`config.mk`:
```
export PLATFORM = sky130hd
export DESIGN_NAME = pe_wbank
export DESIGN_NICKNAME = d
export VERILOG_FILES = /design/src/rtl/utils_pkg.sv /design/src/rtl/pe_wgt_fifo.sv /design/src/rtl/pe_wbank.sv
export SDC_FILE = /design/constraint.sdc
export NUM_CORES = 1
export LEC_CHECK = 0
export CORE_MARGIN = 2
export CORE_UTILIZATION = 35
export DETAILED_ROUTE_END_ITERATION = 10
export PLACE_DENSITY = 0.65
export SLEW_MARGIN = 25
export SYNTH_ARGS = -nofsm -noshare
export SYNTH_HDL_FRONTEND = slang
export SYNTH_SLANG_ARGS = --single-unit
```
`constraint.sdc`:
```
create_clock -name clk -period 4.2 [get_ports clk]
set_input_delay 1.05 -clock clk [delete_from_list [all_inputs] [get_ports clk]]
set_output_delay 1.05 -clock clk [all_outputs]
set_load 0.1 [all_outputs]
```
`src/rtl/utils_pkg.sv`:
```
// -----------------------------------------------------------------------------
// utils_pkg
// Shared definitions for the pe_wbank processing element:
//   - default parameter widths/depths used by pe_wbank and pe_wgt_fifo
//   - width helpers for the weight-bank pointers and occupancy count
// No ports (package).
// -----------------------------------------------------------------------------
package utils_pkg;

  localparam int DEF_ID_WIDTH       = 6;
  localparam int DEF_IN_DATA_WIDTH  = 8;
  localparam int DEF_OUT_DATA_WIDTH = 24;
  localparam int DEF_WGT_DEPTH      = 4;

  // Pointer width for a power-of-two bank of 'depth' entries.
  function automatic int pe_wbank_ptr_w(input int depth);
    return $clog2(depth);
  endfunction

  // Count width: one extra bit so that 'depth' itself (full) is representable.
  function automatic int pe_wbank_cnt_w(input int depth);
    return $clog2(depth) + 32'sd1;
  endfunction

endpackage

```
`src/rtl/pe_wgt_fifo.sv`:
```
// -----------------------------------------------------------------------------
// pe_wgt_fifo
// Weight bank for pe_wbank: a circular buffer with write/read pointers and an
// occupancy count. Storage is intentionally not reset; only pointers and count
// are cleared, which discards any queued weights.
//
// The caller guarantees push is only asserted when there is room (or a pop
// happens in the same cycle) and pop only when cnt > 0.
//
// Ports:
//   clk        in   clock, rising edge
//   rst        in   synchronous active-high reset
//   push       in   write push_data at the write pointer
//   push_data  in   DATA_WIDTH  weight to store
//   pop        in   advance the read pointer
//   pop_data   out  DATA_WIDTH  entry at the read pointer (combinational)
//   cnt        out  CNT_W       number of stored weights (registered)
// -----------------------------------------------------------------------------
module pe_wgt_fifo
  import utils_pkg::*;
#(
  parameter int DATA_WIDTH = DEF_IN_DATA_WIDTH,
  parameter int DEPTH      = DEF_WGT_DEPTH,
  localparam int PTR_W     = pe_wbank_ptr_w(DEPTH),
  localparam int CNT_W     = pe_wbank_cnt_w(DEPTH)
) (
  input  logic                  clk,
  input  logic                  rst,
  input  logic                  push,
  input  logic [DATA_WIDTH-1:0] push_data,
  input  logic                  pop,
  output logic [DATA_WIDTH-1:0] pop_data,
  output logic [CNT_W-1:0]      cnt
);

  logic [DATA_WIDTH-1:0] bank_r [DEPTH];
  logic [PTR_W-1:0]      wr_ptr_r;
  logic [PTR_W-1:0]      rd_ptr_r;
  logic [CNT_W-1:0]      cnt_r;
  logic [CNT_W-1:0]      cnt_nxt_s;

  // Next occupancy: a simultaneous push and pop leaves the count unchanged.
  always_comb begin
    cnt_nxt_s = cnt_r;
    case ({push, pop})
      2'b10:   cnt_nxt_s = cnt_r + CNT_W'(1);
      2'b01:   cnt_nxt_s = cnt_r - CNT_W'(1);
      default: cnt_nxt_s = cnt_r;
    endcase
  end

  // Pointer and count registers; pointers wrap naturally (power-of-two depth).
  always_ff @(posedge clk) begin
    if (rst) begin
      wr_ptr_r <= {PTR_W{1'b0}};
      rd_ptr_r <= {PTR_W{1'b0}};
      cnt_r    <= {CNT_W{1'b0}};
    end else begin
      if (push) begin
        wr_ptr_r <= wr_ptr_r + PTR_W'(1);
      end
      if (pop) begin
        rd_ptr_r <= rd_ptr_r + PTR_W'(1);
      end
      cnt_r <= cnt_nxt_s;
    end
  end

  // Bank storage, deliberately without reset.
  always_ff @(posedge clk) begin
    if (push) begin
      bank_r[wr_ptr_r] <= push_data;
    end
  end

  // When full with push and pop together, wr_ptr == rd_ptr: the read below
  // returns the old entry because the write only lands at the clock edge.
  assign pop_data = bank_r[rd_ptr_r];
  assign cnt      = cnt_r;

endmodule

```
`src/rtl/pe_wbank.sv`:
```
// -----------------------------------------------------------------------------
// pe_wbank
// Systolic-array processing element with a local weight bank.
//   - Load bus: beats addressed to ID_VAL are captured into the weight bank
//     (when there is room); every other beat, and any addressed beat that
//     could not be stored, is forwarded downstream with 1-cycle latency.
//   - Pop: each i_pop_vld consumes one weight (or 0 when empty) and starts a
//     MAC  o_down_data = i_left_data * i_up_data + weight, 3 cycles later.
//   - o_right_data is i_left_data delayed by one cycle.
//   - o_ovf / o_unf are sticky until reset.
//
// Configuration macro: PE_WBANK_SIGNED_EN
//   defined   -> left, up and weight are two's complement (sign-extended)
//   undefined -> unsigned arithmetic, weight zero-extended
// In both cases the product and the sum wrap modulo 2^OUT_DATA_WIDTH.
// OUT_DATA_WIDTH must be larger than IN_DATA_WIDTH.
//
// Ports:
//   clk, rst                          clock / synchronous active-high reset
//   i_load_vld/i_load_id/i_load_data  load bus in
//   o_load_vld/o_load_id/o_load_data  load bus out (registered)
//   i_pop_vld                         consume one weight, start one MAC
//   o_pop_vld                         i_pop_vld delayed 3 cycles
//   i_up_data, i_left_data            MAC operands
//   o_right_data, o_down_data         systolic outputs
//   o_wgt_cnt, o_full, o_empty        bank occupancy
//   o_ovf, o_unf                      sticky overflow / underflow
// -----------------------------------------------------------------------------
module pe_wbank
  import utils_pkg::*;
#(
  parameter int ID_VAL         = 0,
  parameter int ID_WIDTH       = DEF_ID_WIDTH,
  parameter int IN_DATA_WIDTH  = DEF_IN_DATA_WIDTH,
  parameter int OUT_DATA_WIDTH = DEF_OUT_DATA_WIDTH,
  parameter int WGT_DEPTH      = DEF_WGT_DEPTH,
  localparam int CNT_W         = pe_wbank_cnt_w(WGT_DEPTH)
) (
  input  logic                      clk,
  input  logic                      rst,
  input  logic                      i_load_vld,
  input  logic [ID_WIDTH-1:0]       i_load_id,
  input  logic [IN_DATA_WIDTH-1:0]  i_load_data,
  output logic                      o_load_vld,
  output logic [ID_WIDTH-1:0]       o_load_id,
  output logic [IN_DATA_WIDTH-1:0]  o_load_data,
  input  logic                      i_pop_vld,
  output logic                      o_pop_vld,
  input  logic [OUT_DATA_WIDTH-1:0] i_up_data,
  input  logic [IN_DATA_WIDTH-1:0]  i_left_data,
  output logic [IN_DATA_WIDTH-1:0]  o_right_data,
  output logic [OUT_DATA_WIDTH-1:0] o_down_data,
  output logic [CNT_W-1:0]          o_wgt_cnt,
  output logic                      o_full,
  output logic                      o_empty,
  output logic                      o_ovf,
  output logic                      o_unf
);

  localparam int EXT_W = OUT_DATA_WIDTH - IN_DATA_WIDTH;

  logic                      hit_s;
  logic                      pop_ok_s;
  logic                      accept_s;
  logic [IN_DATA_WIDTH-1:0]  fifo_rd_data_s;
  logic [IN_DATA_WIDTH-1:0]  addend_s;

  logic                      s1_vld_r;
  logic [IN_DATA_WIDTH-1:0]  s1_left_r;
  logic [OUT_DATA_WIDTH-1:0] s1_up_r;
  logic [IN_DATA_WIDTH-1:0]  s1_addend_r;

  logic [OUT_DATA_WIDTH-1:0] left_ext_s;
  logic [OUT_DATA_WIDTH-1:0] addend_ext_s;
  logic [OUT_DATA_WIDTH-1:0] mac_s;

  logic                      s2_vld_r;
  logic [OUT_DATA_WIDTH-1:0] s2_sum_r;

  // Weight bank: pointers, count and storage.
  pe_wgt_fifo #(
    .DATA_WIDTH (IN_DATA_WIDTH),
    .DEPTH      (WGT_DEPTH)
  ) u_fifo (
    .clk        (clk),
    .rst        (rst),
    .push       (accept_s),
    .push_data  (i_load_data),
    .pop        (pop_ok_s),
    .pop_data   (fifo_rd_data_s),
    .cnt        (o_wgt_cnt)
  );

  assign o_full  = (o_wgt_cnt == CNT_W'(WGT_DEPTH));
  assign o_empty = (o_wgt_cnt == {CNT_W{1'b0}});

  // Load acceptance and addend selection. A full bank still accepts a beat
  // when a pop frees an entry in the same cycle.
  always_comb begin
    hit_s    = i_load_vld && (i_load_id == ID_WIDTH'(ID_VAL));
    pop_ok_s = i_pop_vld && !o_empty;
    accept_s = hit_s && (!o_full || pop_ok_s);
    if (pop_ok_s) begin
      addend_s = fifo_rd_data_s;
    end else begin
      addend_s = {IN_DATA_WIDTH{1'b0}};
    end
  end

  // Load-bus forwarding: consumed beats are dropped, all others pass through.
  always_ff @(posedge clk) begin
    if (rst) begin
      o_load_vld  <= 1'b0;
      o_load_id   <= {ID_WIDTH{1'b0}};
      o_load_data <= {IN_DATA_WIDTH{1'b0}};
    end else begin
      o_load_vld  <= i_load_vld && !accept_s;
      o_load_id   <= i_load_id;
      o_load_data <= i_load_data;
    end
  end

  // Sticky overflow (addressed beat rejected) and underflow (pop when empty).
  always_ff @(posedge clk) begin
    if (rst) begin
      o_ovf <= 1'b0;
      o_unf <= 1'b0;
    end else begin
      if (hit_s && !accept_s) begin
        o_ovf <= 1'b1;
      end
      if (i_pop_vld && o_empty) begin
        o_unf <= 1'b1;
      end
    end
  end

  // Left operand passes right after one cycle regardless of pops.
  always_ff @(posedge clk) begin
    if (rst) begin
      o_right_data <= {IN_DATA_WIDTH{1'b0}};
    end else begin
      o_right_data <= i_left_data;
    end
  end

  // MAC stage 1: capture operands and addend for each pop.
  always_ff @(posedge clk) begin
    if (rst) begin
      s1_vld_r    <= 1'b0;
      s1_left_r   <= {IN_DATA_WIDTH{1'b0}};
      s1_up_r     <= {OUT_DATA_WIDTH{1'b0}};
      s1_addend_r <= {IN_DATA_WIDTH{1'b0}};
    end else begin
      s1_vld_r <= i_pop_vld;
      if (i_pop_vld) begin
        s1_left_r   <= i_left_data;
        s1_up_r     <= i_up_data;
        s1_addend_r <= addend_s;
      end
    end
  end

  // Operand extension and multiply-add. Only the low OUT_DATA_WIDTH bits are
  // kept, and those are identical for signed and unsigned multiplication once
  // the narrow operands are extended correctly.
  always_comb begin
`ifdef PE_WBANK_SIGNED_EN
    left_ext_s   = {{EXT_W{s1_left_r[IN_DATA_WIDTH-1]}}, s1_left_r};
    addend_ext_s = {{EXT_W{s1_addend_r[IN_DATA_WIDTH-1]}}, s1_addend_r};
`else
    left_ext_s   = {{EXT_W{1'b0}}, s1_left_r};
    addend_ext_s = {{EXT_W{1'b0}}, s1_addend_r};
`endif
    mac_s = (left_ext_s * s1_up_r) + addend_ext_s;
  end

  // MAC stage 2: register the multiply-add result.
  always_ff @(posedge clk) begin
    if (rst) begin
      s2_vld_r <= 1'b0;
      s2_sum_r <= {OUT_DATA_WIDTH{1'b0}};
    end else begin
      s2_vld_r <= s1_vld_r;
      if (s1_vld_r) begin
        s2_sum_r <= mac_s;
      end
    end
  end

  // MAC stage 3: output register; o_down_data holds between results.
  always_ff @(posedge clk) begin
    if (rst) begin
      o_pop_vld   <= 1'b0;
      o_down_data <= {OUT_DATA_WIDTH{1'b0}};
    end else begin
      o_pop_vld <= s2_vld_r;
      if (s2_vld_r) begin
        o_down_data <= s2_sum_r;
      end
    end
  end

endmodule

```
==> summary.md <==
| Metric | Value |
|---|---|
| Non-filler cells, final | 1689 |
| Max clock buf depth | 2 |
| Syn avg cell area | between 10 and 15 um2 |
| Final hold violations | 0 |
| GR peak layer | met2 |
| Static leakage | between 0.006 and 0.007 uW |
| Pre-Repair DR Iteration Count | 4 |
| PD cells | 322.2 mW/mm2 |
| Clk root buf | clkbuf_16 |
| Core ar. | 0.03051 mm2 |
| GR Util met2 | 23.68% |
| Worst-margin pin slew | 0.9950 ns |
| Combinational power share | 28.2% |
| Clock Sinks | 157 |
| Reg clk slew, reported paths | 0.08 ns |
| Final period util | 103.9% |
| Critical-path top delay cell | fa_1 |
| Final GP Congestion | 0.8483 |
| Worst setup EP type | flip-flop |
| Max Slew Vio Count | 0 |
| Clock Power Share | 34.9% |
| Most frequent CP cell | fa_1 |
| Req. time, crit path | 4.50 ns |
| WL final | 24.23 mm |
| Vias | 7619 |
| Gr usage total | 15.01% |
| Maximum clock rate | 0.2291 GHz |
| Post-synth EDFFs | 32 |
| Drt drc | 0 |
| CP delay by family, top | adder cells |
| Setup ws final | -0.1656 ns |
| Filler cell count | 2766 |
| Net Sw Frac | a little over a third |
| Synth area leader | dfxtp_1 |
| Worst skew pair latency | 0.44 ns |
| Clock skew | ~0.02 ns |
| Vias/cell | 4.511 |
| Ant. Diodes | 0 |
| Worst EP arrival | 4.67 ns |
| Crit path kind | flip-flop to flip-flop |
| First-pass GRT wire length | roughly 40 mm |
| Mapped Area | 0.01083 mm2 |
| Count leader, synth | inv_1 |
| Fraction of layout cells with a size suffix above 1 | approximately 22% |
| Port bufs | 104 |
| Initial antenna violation count | 0 |
| Cell Rows | between 60 and 70 |
| Post-Syn Instances | 1077 |
| Crit path buf inv count | 3 |
| Critical path's largest stage delay | 0.55 ns |
| Final ANT Viol Nets | 0 |
| Mapped Nets | 1295 |
| CP cell instances | buf_4 > and2_1 > fa_1 > fa_1 > fa_1 > inv_1 > fa_1 > inv_2 > ha_4 > a2111oi_4 > a21boi_4 > o221ai_2 > a21oi_2 > xor2_1 > a211oi_2 |
| Hold_buf cts | 0 |
| Cells after DPL | 1640 |
| Initial core utilization | 35.50% |
| RSZ-0062 raised after global routing | yes |
| Status | finished with violations |
| H-tree depth | 4 |
| Vias in the first global route | 7821 |
| Count of synthesis-stage warnings from yosys | 0 |
| Nets@finish | 1498 |
| Num CTS Buffers | 17 |
| FF+latch count, synth | 157 |
| Yosys cell types | 60 |
| Register area | about 0.0035 mm2 |
| Setup TNS Final | -1.151 ns |
| Count of final setup violators | 9 |
| Reg power frac | between 30% and 40% |
| Setup crit start kind | flip-flop |
| Multi-input combinational cell area | between 0.006 and 0.007 mm2 |
| Crit-path max FO | 5 |
| DP HPWL | 18.30 mm |
| Cell internal pwr | roughly 3000 uW |
| Initial drt markers | between 200 and 300 |
| Power Total | 4621 uW |
| Die X | between 150 and 200 um |
| Hold Path Class | flip-flop to flip-flop |
| Largest net degree at the start of global routing | 57 |
| CTS tree | built |
| Slew Limit Headroom | 33.46% |
| Max_cap viols | 0 |
| Wire per inst | 14.35 um |
| GR Util met1 | 21.16% |
| Synth cell count leaders | inv_1, and2_1, dfxtp_1 |
| Area share of the largest cell type after synthesis | 23.10% |
| I/O pins | 105 |
| Ys flop type | dfxtp_1 |
| Met3 Use GR | 2.755% |
| Top post-synthesis cells by area | dfxtp_1, fa_1, edfxtp_1 |
| Die area | 0.03237 mm2 |
| Ys async rst share | 0% |
| Final min period | 4.366 ns |
| GRT overflow | 0 |
| Peak VDD IR | ~0.30 mV |
| Die Span Y | 179.9 um |
| P_sw | 1631 uW |
| Failing checks | negative setup slack |
| Register area share after synthesis | between 30% and 40% |
| Synthesis-to-finish area growth | 32.41% |
[state kept, by name (all words and copies together) (netlist names), 2 cells and up, named ones only]
name,cells
u_fifo.cnt,3
s1_addend_r,8
s1_up_r,24
s1_left_r,8
u_fifo.bank_r,32
o_down_data,24
o_right_data,8
o_load_data,8
u_fifo.wr_ptr_r,2
o_load_id,6
s2_sum_r,24
u_fifo.rd_ptr_r,2
[power by group through the flow]
stage          registers [uW]  clock network, uW  logic [uW]
6_report                 1700               1610        1300
5_1_grt                  1720               1720        1410
4_1_cts                  1710               1660        1270
3_5_place_dp             1740                  0        1220
3_3_place_gp             1740                  0        1200
2_1_floorplan            1900                  0         657
[metal layers]
metal | vias to the layer above | wire length, um
met4 | 0 | 246
met1 | 3677 | 11770
met3 | 15 | 1107
met2 | 142 | 11100
li1 | 3785 | -
met5 | - | 0
[worst reg2reg max path, cell delays in order (launching register included)]
cell	delay [ns]
dfxtp_4	0.37
buf_4	0.14
and2_1	0.16
fa_1	0.55
fa_1	0.45
fa_1	0.49
inv_1	0.05
fa_1	0.49
inv_2	0.04
ha_4	0.23
a2111oi_4	0.40
a21boi_4	0.28
o221ai_2	0.13
a21oi_2	0.15
xor2_1	0.20
a211oi_2	0.09
[cells in the final DEF, fill, tap and decap left out, drive strengths merged, types with 52 or more instances in the layout]
cell type and count:
and2 134, nor2 96, inv 184, nand2 56
mux2i 65, dfxtp 125, buf 122, fa 116
ha 52, clkdlybuf4s50 102
[cell families (layout without fill, tap and decap cells)]
family                     after synthesis  after routing  synth area share (%)
AOI/OAI and AO/OA                       88             88                 6.226
xor gates and xnor gates                34             34                 2.819
adders and majority gates              168            168                 27.45
buffers and inverters                  220            436                 7.774
DFF                                    157            157                 31.97
muxes                                   73             73                 7.670
and+or+nand+nor                        337            337                 16.09
[per-stage QoR]
step           cell area (um2)  hold slack, ns  util, %  setup slack [ns]
2_1_floorplan            10940          0.4250        -         0.0006986
3_3_place_gp             13170          0.4395    43.17           -0.2381
3_5_place_dp             13170          0.4429    43.17           -0.3184
4_1_cts                  14090          0.4536    46.18           -0.1122
5_1_grt                  14340          0.4773    47.01           -0.3403
6_report                 14340          0.4525    47.01           -0.1656
[timing repair]
item	4_1_cts	5_1_grt
pin swaps	46	44
setup endpoints to repair	13	14
gates resized for setup	64	47
cloned	0	1
setup buffers	8	8
[final timing paths]
path / start / to / slack [ns] / cells after the start
min: s2_sum_r[22]$_SDFFE_PP0P_ / s2_sum_r[22]$_SDFFE_PP0P_ / 0.45 / 2
max reg2reg: s1_left_r[3]$_SDFFE_PP0P_ / s2_sum_r[16]$_SDFFE_PP0P_ / -0.17 / 15
min reg2reg: s2_sum_r[22]$_SDFFE_PP0P_ / s2_sum_r[22]$_SDFFE_PP0P_ / 0.45 / 2
max: s1_left_r[3]$_SDFFE_PP0P_ / s2_sum_r[16]$_SDFFE_PP0P_ / -0.17 / 15
[area by class of cell]
| cell class | count | share of cell area [%] |
|---|---|---|
| clock buffers | 17 | 2.966 |
| clock inverters | 15 | 1.474 |
| flip-flops and latches | 157 | 24.44 |
| well taps | 396 | 3.455 |
| multi-input cells | 700 | 48.38 |
| inverters | 179 | 4.685 |
| repair buffers | 225 | 14.60 |
(Power assumes the default switching activity.)
